### src/rtl/pagerank_pkg.sv
// Shared constants and types for the PageRank rank sorter: default sizes,
// controller states and the {index, value} entry layout.
package pagerank_pkg;

    localparam int PR_N     = 4;
    localparam int PR_WIDTH = 16;
    localparam int PR_IDXW  = $clog2(PR_N);

    typedef enum logic [1:0] {
        IDLE = 2'd0,
        SORT = 2'd1,
        EMIT = 2'd2
    } pr_state_t;

    // Default-size entry; parameterised instances use the same {idx, val} packing.
    typedef struct packed {
        logic [PR_IDXW-1:0]  idx;
        logic [PR_WIDTH-1:0] val;
    } pr_entry_t;

endpackage

### src/rtl/pr_cmp_swap.sv
// Combinational compare-exchange of two packed {idx, val} entries: higher value
// first, equal values ordered by lower index so the network result is unique.
module pr_cmp_swap
    import pagerank_pkg::*;
#(
    parameter int IDXW  = PR_IDXW,
    parameter int WIDTH = PR_WIDTH
) (
    input  logic [IDXW+WIDTH-1:0] a_i,
    input  logic [IDXW+WIDTH-1:0] b_i,
    output logic [IDXW+WIDTH-1:0] first_o,
    output logic [IDXW+WIDTH-1:0] second_o
);

    logic [IDXW-1:0]  a_idx, b_idx;
    logic [WIDTH-1:0] a_val, b_val;
    logic             a_first;

    assign {a_idx, a_val} = a_i;
    assign {b_idx, b_val} = b_i;

    assign a_first  = (a_val > b_val) || ((a_val == b_val) && (a_idx < b_idx));
    assign first_o  = a_first ? a_i : b_i;
    assign second_o = a_first ? b_i : a_i;

endmodule

### src/rtl/pagerank_rank_sorter.sv
// Captures a rank vector, sorts it descending with N passes of odd-even
// transposition, then streams {index, value} beats under valid/ready.
module pagerank_rank_sorter
    import pagerank_pkg::*;
#(
    parameter int N     = PR_N,
    parameter int WIDTH = PR_WIDTH,
    parameter int IDXW  = $clog2(N)
) (
    input  logic               clk,
    input  logic               reset,
    input  logic               in_valid,
    output logic               in_ready,
    input  logic [N*WIDTH-1:0] node_vals,
    output logic               out_valid,
    input  logic               out_ready,
    output logic [IDXW-1:0]    out_idx,
    output logic [WIDTH-1:0]   out_val,
    output logic               out_last,
    output logic               busy
);

    localparam int EW = IDXW + WIDTH;
    localparam int PW = $clog2(N + 1);
    localparam int NP = N / 2;

    pr_state_t        state_q, state_d;
    logic [IDXW-1:0]  pass_q, pass_d;
    logic [PW-1:0]    ptr_q, ptr_d;
    logic [EW-1:0]    ent_q [N];
    logic [EW-1:0]    ent_d [N];
    logic [EW-1:0]    pass_ent [N];
    logic [EW-1:0]    cmp_a [NP];
    logic [EW-1:0]    cmp_b [NP];
    logic [EW-1:0]    cmp_f [NP];
    logic [EW-1:0]    cmp_s [NP];
    logic             out_valid_q, out_valid_d;
    logic             out_last_q, out_last_d;
    logic [IDXW-1:0]  out_idx_q, out_idx_d;
    logic [WIDTH-1:0] out_val_q, out_val_d;
    logic             odd_pass;

    assign odd_pass = pass_q[0];

    // Odd passes leave entries 0 and N-1 alone; the last comparator's result is unused then.
    for (genvar k = 0; k < NP; k++) begin : g_cmp
        localparam int EA = 2 * k;
        localparam int EB = 2 * k + 1;
        localparam int OA = 2 * k + 1;
        localparam int OB = (2 * k + 2) % N;

        assign cmp_a[k] = odd_pass ? ent_q[OA] : ent_q[EA];
        assign cmp_b[k] = odd_pass ? ent_q[OB] : ent_q[EB];

        pr_cmp_swap #(
            .IDXW (IDXW),
            .WIDTH(WIDTH)
        ) u_cmp (
            .a_i     (cmp_a[k]),
            .b_i     (cmp_b[k]),
            .first_o (cmp_f[k]),
            .second_o(cmp_s[k])
        );
    end

    always_comb begin
        for (int i = 0; i < N; i++) pass_ent[i] = ent_q[i];
        for (int k = 0; k < NP; k++) begin
            if (!odd_pass) begin
                pass_ent[2*k]   = cmp_f[k];
                pass_ent[2*k+1] = cmp_s[k];
            end else if (k < NP - 1) begin
                pass_ent[2*k+1]         = cmp_f[k];
                pass_ent[(2*k+2) % N]   = cmp_s[k];
            end
        end
    end

    always_comb begin
        state_d     = state_q;
        pass_d      = pass_q;
        ptr_d       = ptr_q;
        out_valid_d = out_valid_q;
        out_last_d  = out_last_q;
        out_idx_d   = out_idx_q;
        out_val_d   = out_val_q;
        for (int i = 0; i < N; i++) ent_d[i] = ent_q[i];

        case (state_q)
            IDLE: begin
                if (in_valid) begin
                    for (int k = 0; k < N; k++) ent_d[k] = {IDXW'(k), node_vals[k*WIDTH +: WIDTH]};
                    state_d = SORT;
                    pass_d  = '0;
                end
            end
            SORT: begin
                for (int i = 0; i < N; i++) ent_d[i] = pass_ent[i];
                pass_d = pass_q + 1'b1;
                if (pass_q == IDXW'(N - 1)) begin
                    state_d = EMIT;
                    pass_d  = '0;
                    ptr_d   = '0;
                end
            end
            EMIT: begin
                // ptr_q names the next entry to load into the output register.
                if (!out_valid_q || out_ready) begin
                    if (ptr_q < PW'(N)) begin
                        out_valid_d            = 1'b1;
                        {out_idx_d, out_val_d} = ent_q[ptr_q[IDXW-1:0]];
                        out_last_d             = (ptr_q == PW'(N - 1));
                        ptr_d                  = ptr_q + 1'b1;
                    end else begin
                        out_valid_d = 1'b0;
                        out_last_d  = 1'b0;
                        ptr_d       = '0;
                        state_d     = IDLE;
                    end
                end
            end
            default: state_d = IDLE;
        endcase
    end

    always_ff @(posedge clk) begin
        if (reset) begin
            state_q     <= IDLE;
            pass_q      <= '0;
            ptr_q       <= '0;
            out_valid_q <= 1'b0;
            out_last_q  <= 1'b0;
            out_idx_q   <= '0;
            out_val_q   <= '0;
        end else begin
            state_q     <= state_d;
            pass_q      <= pass_d;
            ptr_q       <= ptr_d;
            out_valid_q <= out_valid_d;
            out_last_q  <= out_last_d;
            out_idx_q   <= out_idx_d;
            out_val_q   <= out_val_d;
        end
    end

    always_ff @(posedge clk) begin
        for (int i = 0; i < N; i++) ent_q[i] <= ent_d[i];
    end

    assign in_ready  = (state_q == IDLE);
    assign busy      = (state_q != IDLE);
    assign out_valid = out_valid_q;
    assign out_last  = out_last_q;
    assign out_idx   = out_idx_q;
    assign out_val   = out_val_q;

endmodule

### config.mk
export PLATFORM = sky130hd
export DESIGN_NAME = pagerank_rank_sorter
export DESIGN_NICKNAME = d
export VERILOG_FILES = /design/src/rtl/pagerank_pkg.sv /design/src/rtl/pr_cmp_swap.sv /design/src/rtl/pagerank_rank_sorter.sv
export SDC_FILE = /design/constraint.sdc
export NUM_CORES = 1
export LEC_CHECK = 0
export ABC_AREA = 1
export BUFFER_PORTS_ARGS = -buffer_cell sky130_fd_sc_hd__buf_4
export CAP_MARGIN = 40
export CORE_MARGIN = 2
export CORE_UTILIZATION = 55
export DETAILED_ROUTE_END_ITERATION = 12
export GPL_TIMING_DRIVEN = 1
export PLACE_DENSITY = 0.77
export SYNTH_ARGS = -nofsm -noshare
export SYNTH_HDL_FRONTEND = slang
export SYNTH_HIERARCHICAL = 1
export SYNTH_SLANG_ARGS = --single-unit
### constraint.sdc
create_clock -name clk -period 4.2 [get_ports clk]
set_clock_uncertainty 0.05 [all_clocks]
set_input_delay 1.26 -clock clk [delete_from_list [all_inputs] [get_ports clk]]
set_output_delay 1.26 -clock clk [all_outputs]
set_load 0.05 [all_outputs]
== Yosys cells after proc, flatten, opt, wreduce, memory -nomap -nowiden ==
Memory sizes are Yosys's and may differ from the RTL's. A register that Yosys moved wholly into a read port is not among the register bits.
Cells that the tools add are included.

* Add/subtract/negate cells: 2
* Magnitude comparators: 5
* Eq/ne operators: 10
* Mux-type cells: 27
* Reductions and logical operators: 15

{| class="wikitable"
|+ Operator list
! operator !! number
|-
| 2-to-1 mux 18 bit || 10
|-
| one-hot mux 72 bit (2 select lines) || 1
|-
| 2-to-1 mux 72 bit || 1
|-
| 2-to-1 mux 36 bit || 1
|-
| == test 16 bit || 2
|-
| > comparator 16 bit || 2
|-
| 2-to-1 mux 2 bit || 6
|-
| 2-to-1 mux 3 bit || 3
|-
| inequality test 2 bit, second input constant || 4
|-
| one-hot mux 2 bit (3 select lines) || 1
|-
| one-hot mux 3 bit (2 select lines) || 1
|-
| AND reduction 3 bit || 2
|-
| nonzero test 2 bit || 3
|-
| == test 2 bit, second input constant || 2
|-
| < comparator 2 bit || 2
|-
| one-hot mux 2 bit (2 select lines) || 1
|-
| AND reduction 2 bit || 2
|-
| AND reduction 4 bit || 1
|-
| adder 3 x 1 -> 3 bit, second input constant || 1
|-
| == test 3 x 2 -> 1 bit, second input constant || 1
|-
| logical OR 1 bit || 3
|-
| < comparator 3 bit, second input constant || 1
|-
| adder 2 x 1 -> 2 bit, second input constant || 1
|-
| == test 2 x 1 -> 1 bit, second input constant || 1
|-
| 4 further kinds || 6
|}

* Register bits: 9
* RAM bits: 72
* Bits of input ports: 68
* Output and inout port bits: 22
* Word-level logic and storage cells: 65
* Memories kept: 1

{| class="wikitable"
|+ Memories
! name !! depth !! bits a word !! read ports !! clocked after memory_dff !! wr ports !! RTL line !! RTL
|-
| ent_q || 4 || 18 || 5 || 1 || 4 || pagerank_rank_sorter.sv:30 || <nowiki>logic [EW-1:0] ent_q [N];</nowiki>
|}

== Longest topological paths before layout ==
* Word-level depth: 7
* Mapped depth: 21
* Gate-level depth less buffers: 17

== By module ==
Netlist, hierarchy kept.

{| class="wikitable"
|+ By module, submodules not included
! module !! times used !! cells each !! area each (µm²)
|-
| pagerank_rank_sorter || 1 || 888 || 6064.6
|-
| pr_cmp_swap || 2 || 213 || 1234.9
|}

== Worst setup path after synthesis ==
Ideal clock, no wire load.

* Kind: input -> register
* Start: input in_valid
* End: memory ent_q[0][0] (netlist bit), enable pin
* Setup time: 0.441 ns
* Arrival time: 3.196 ns
* Data required time: 3.709 ns
* Setup slack: 0.513 ns
* Stages on the path: 2
* Cells stage by stage: o21ai_0 a21oi_1

{| class="wikitable"
|+ RTL lines
! element !! RTL line !! RTL
|-
| start: declaration || pagerank_rank_sorter.sv:12 || <nowiki>input logic in_valid,</nowiki>
|-
| end: declaration || pagerank_rank_sorter.sv:30 ||
|}

==> out/metrics.sh <==
CLOCK_LATENCY_REPORTED_FOR_THE_LATE_SIDE_OF_THE_WORST_SKEW_PAIR_NS=0.37
POSTCTSSETUPBUFFERS=0
FLOORPLAN.DIE.WIDTH_UM=129
SYNTH-COMPOUND-AREA-SHARE_PCT=11.4
NUM_VIAS=8740
ENDPOINT_ARRIVAL_TIME_ON_THE_CRITICAL_PATH_NS=3.82
MOSTFREQUENTLAYOUTCELLS='434 x sky130_fd_sc_hd__nand2_1, 169 x sky130_fd_sc_hd__inv_1, 162 x sky130_fd_sc_hd__nand3_1'
DRT-WIRELENGTH-PER-CELL_UM=16.2
PLACE.GP.CONGESTION=0.908
RUN_STATUS='completed'
CP_SLOWEST_CELL='sky130_fd_sc_hd__dfxtp_4'
CTSROOTBUFFERMASTER='sky130_fd_sc_hd__clkbuf_16'
NETLIST_AREA_UM2=8530
PATH_COMMON_CELL='sky130_fd_sc_hd__nand2_1'
LEADING_CELL_TYPES_BY_TOTAL_AREA_AFTER_SYNTHESIS='sky130_fd_sc_hd__edfxtp_1 25%, sky130_fd_sc_hd__nand2_1 19%, sky130_fd_sc_hd__nand3_1 9.5%'
OVERFLOW=0
SYNTH_ADDER_AREA_SHARE_PCT=5.28
INITIAL_UTILIZATION_PCT=56.1
CTS_MADE_BUFFERS=9
FINAL_HOLD_VIOL_COUNT=0
FP-ROW-COUNT=45
GRT_FIRST_PASS_WIRELENGTH_MM=40.0
CLK_TRANSITION_REPORTED_PATHS_NS=0.08
YOSYSWARNINGS=6
LAYOUT_SETUP_WS_NS=0.442
POWER_PER_CELL_AREA_nW_PER_UM2=418
MAX_TRANSITION_MARGIN_PCT=45.7
HP-CLASS='register to register'
CORE_REGION_AREA_UM2=15200
GR-USAGE-ALL-LAYERS_PCT=31.0
POST_SYNTH_MUX_AREA_SHARE_PCT=0
SETUP_VIOL_COUNT_FINAL=0
LAYOUT-DRIVE-GT1-SHARE_PCT=13.0
CLOCK_SINKS=99
CRIT_FANOUT=69
IO_PINS=90
WORSTSETUPPATHTYPE='register to register'
POSTLAYOUTCELLAREA_UM2=9470
SYNTH.YOSYS.SEQ_AREA_SHARE_PCT=31.7
MAX_CAP_VIOLATIONS=0
PLACE_WS_NS=0.523
CTS_MAX_PATH_BUFFERS=2
FINAL_COMMON_CELL='sky130_fd_sc_hd__nand2_1'
FINAL_CYCLE_SHARE_PCT=89.5
SYNTH_SEQ_CELLS=99
NET_COUNT_AFTER_SYNTHESIS=1418
SETUP_TNS_NS=0
FINISH.NET_COUNT=1457
SLEW_VIOLATIONS=0
TRITONCTS='built'
FIN_UTIL_PCT=62.3
POSTSYNTHAREAPERCELL_UM2=6.50
CELL_TYPE_WITH_THE_LARGEST_TOTAL_AREA_AFTER_SYNTHESIS='sky130_fd_sc_hd__edfxtp_1'
CTS_REPAIR_RESIZE_COUNT=0
FLOORPLAN.DIE_AREA_UM2=16500
INITIAL_ANTENNA_VIOLATION_COUNT=0
CRITICAL_PATH.CELL_CHAIN='buf_12 > nand2_1 > o21ai_0 > inv_1 > ha_1 > nand2_1 > inv_1 > nand3_2 > nor3_4 > o21ai_2 > buf_4 > nand3_2 > nand2_1 > o21ai_0 > o21ai_1'
WORSTMARGINPINSLEW_NS=0.812
VIAS_PER_CELL=5.65
PLACE.DETAILED.HPWL_MM=17.4
PLACEMENT.IO_BUFFERS=89
DRT-TOTAL-WL_MM=25.1
WORSTSETUPSTARTPOINTTYPE='register'
VERTICAL_EXTENT_OF_THE_DIE_UM=129
DOMINANT_COMBINATIONAL_CELL_FAMILY_BY_AREA_AFTER_SYNTHESIS='simple AND/OR/NAND/NOR gates'
GRT_MAX_DEGREE=70
ANTENNADIODECOUNT=0
HOLDBUFCOUNTCTS=0
CRITICAL_PATH_REQUIRED_NS=4.26
CRITPATHMAXSTAGEDELAY_NS=0.80
WORSTSETUPENDPOINTTYPE='register'
FMAX_MHz=266
POSTPLACECELLAREA_UM2=9160
VIAS_IN_THE_FIRST_GLOBAL_ROUTE=8016
IR_DROP_V=0.000269
DRT_DRC_VIOLATIONS_LEFT=0
SYNTH-XOR-AREA-SHARE_PCT=0
SYNTH_SIMPLE_GATE_AREA_SHARE_PCT=38.1
UNREPAIRED_SETUP_ENDPOINTS_AFTER_GLOBAL_ROUTING='false'
SYNTHDOMINANTCELLAREASHARE_PCT=25.3
DRT-INITIAL-DRC-COUNT=1020
SYNTH_CELLS=1314
ANT_NETS=0
CTSHTREEMAXLEVEL=3
AREAGROWTHSYNTHTOFINISH_PCT=11.0
SYNTH.DISTINCT_CELLS=30
P_LEAK_nW=4.86
DR.PASS1.ITERS=6
TIMING.FINAL.CRIT_PERIOD_NS=3.76
-- path summary, 6_finish.rpt --
kind / from / to / slack [ns] / cells past startpoint
setup / recovery: pass_q[0] / ent_q[2][11] / 0.44 / 15
hold / removal: out_last / out_last / 0.41 / 2
setup reg to reg: pass_q[0] / ent_q[2][11] / 0.44 / 15
hold reg to reg: out_last / out_last / 0.41 / 2
-- critical path: cells and delay by family (launching register included) --
kind,cells,cell delay [ns]
DFF,1,0.80
and+or+nand+nor,6,0.70
AOI/OAI and AO/OA,4,0.82
buffers and inverters,4,0.78
adders and majority gates,1,0.31
-- state kept, by name (all words and copies together), names as in the netlist --
name and count:
out_val 16, out_idx 2, out_last 1, out_valid 1
state_q 2, ptr_q 3, ent_q 72, pass_q 2
-- kinds of logic (layout without fill, tap and decap cells) --
kind of cell | after synthesis | count (layout)
compound gates | 192 | 192
fa+ha+maj | 36 | 36
buf+inv | 254 | 298
flops | 99 | 99
simple gates | 733 | 733
-- cells in the mapped netlist --
cell type / instances
sky130_fd_sc_hd__nand2_1: 435
sky130_fd_sc_hd__inv_1: 169
sky130_fd_sc_hd__nand3_1: 162
sky130_fd_sc_hd__o21ai_0: 136
sky130_fd_sc_hd__nor2_1: 88
sky130_fd_sc_hd__edfxtp_1: 72
sky130_fd_sc_hd__buf_2: 41
sky130_fd_sc_hd__ha_1: 36
sky130_fd_sc_hd__o21ai_1: 31
sky130_fd_sc_hd__dfxtp_1: 27
sky130_fd_sc_hd__nand3_2: 26
sky130_fd_sc_hd__a21oi_1: 20
sky130_fd_sc_hd__clkbuf_1: 16
sky130_fd_sc_hd__buf_4: 12
sky130_fd_sc_hd__nand2_2: 6
sky130_fd_sc_hd__inv_2: 5
sky130_fd_sc_hd__buf_8: 4
sky130_fd_sc_hd__nor2_4: 4
sky130_fd_sc_hd__nand3_4: 3
sky130_fd_sc_hd__nand4_1: 3
sky130_fd_sc_hd__a21o_1: 2
sky130_fd_sc_hd__and2_1: 2
sky130_fd_sc_hd__buf_12: 2
sky130_fd_sc_hd__buf_6: 2
sky130_fd_sc_hd__clkbuf_4: 2
sky130_fd_sc_hd__nand2_4: 2
sky130_fd_sc_hd__nor3_4: 2
sky130_fd_sc_hd__o21ai_2: 2
sky130_fd_sc_hd__clkinv_1: 1
sky130_fd_sc_hd__o211ai_1: 1
-- power by group --
part,internal (W),total (W),switching (W)
registers,0.00121,0.00131,0.000102
clock network,0.000473,0.000899,0.000426
logic,0.000572,0.00175,0.00118
total,0.00225,0.00396,0.00171
-- area by class of cell --
cell class | count | area (um2)
clock inverters | 7 | 85.1
multi-input cells | 961 | 4700
repair buffers | 107 | 868
clock buffers | 9 | 225
inverters | 175 | 657
well taps | 188 | 235
fillers | 1513 | 5730
flip-flops and latches | 99 | 2710
-- layer usage --
| layer | routed length (um) | global-route usage [%] | part of all wire (%) | up-vias |
|---|---|---|---|---|
| met3 | 1800 | 5.82 | 7.2 | 94 |
| met1 | 9930 | 38.6 | 40 | 3941 |
| met5 | 0 | 0 | 0 | - |
| met4 | 1360 | 17.0 | 5.4 | 0 |
| met2 | 12000 | 51.2 | 48 | 412 |
| li1 | - | - | - | 4293 |
-- metrics by stage --
stage	hold WS (ns)	power, W	std cells
floorplan	0.389	0.00270	1314
global placement	0.403	0.00299	1527
detailed placement	0.405	0.00304	1530
CTS	0.417	0.00394	1546
global route	0.443	0.00424	1546
finish	0.415	0.00396	1546
No activity file was read; power rests on OpenSTA's default activity.
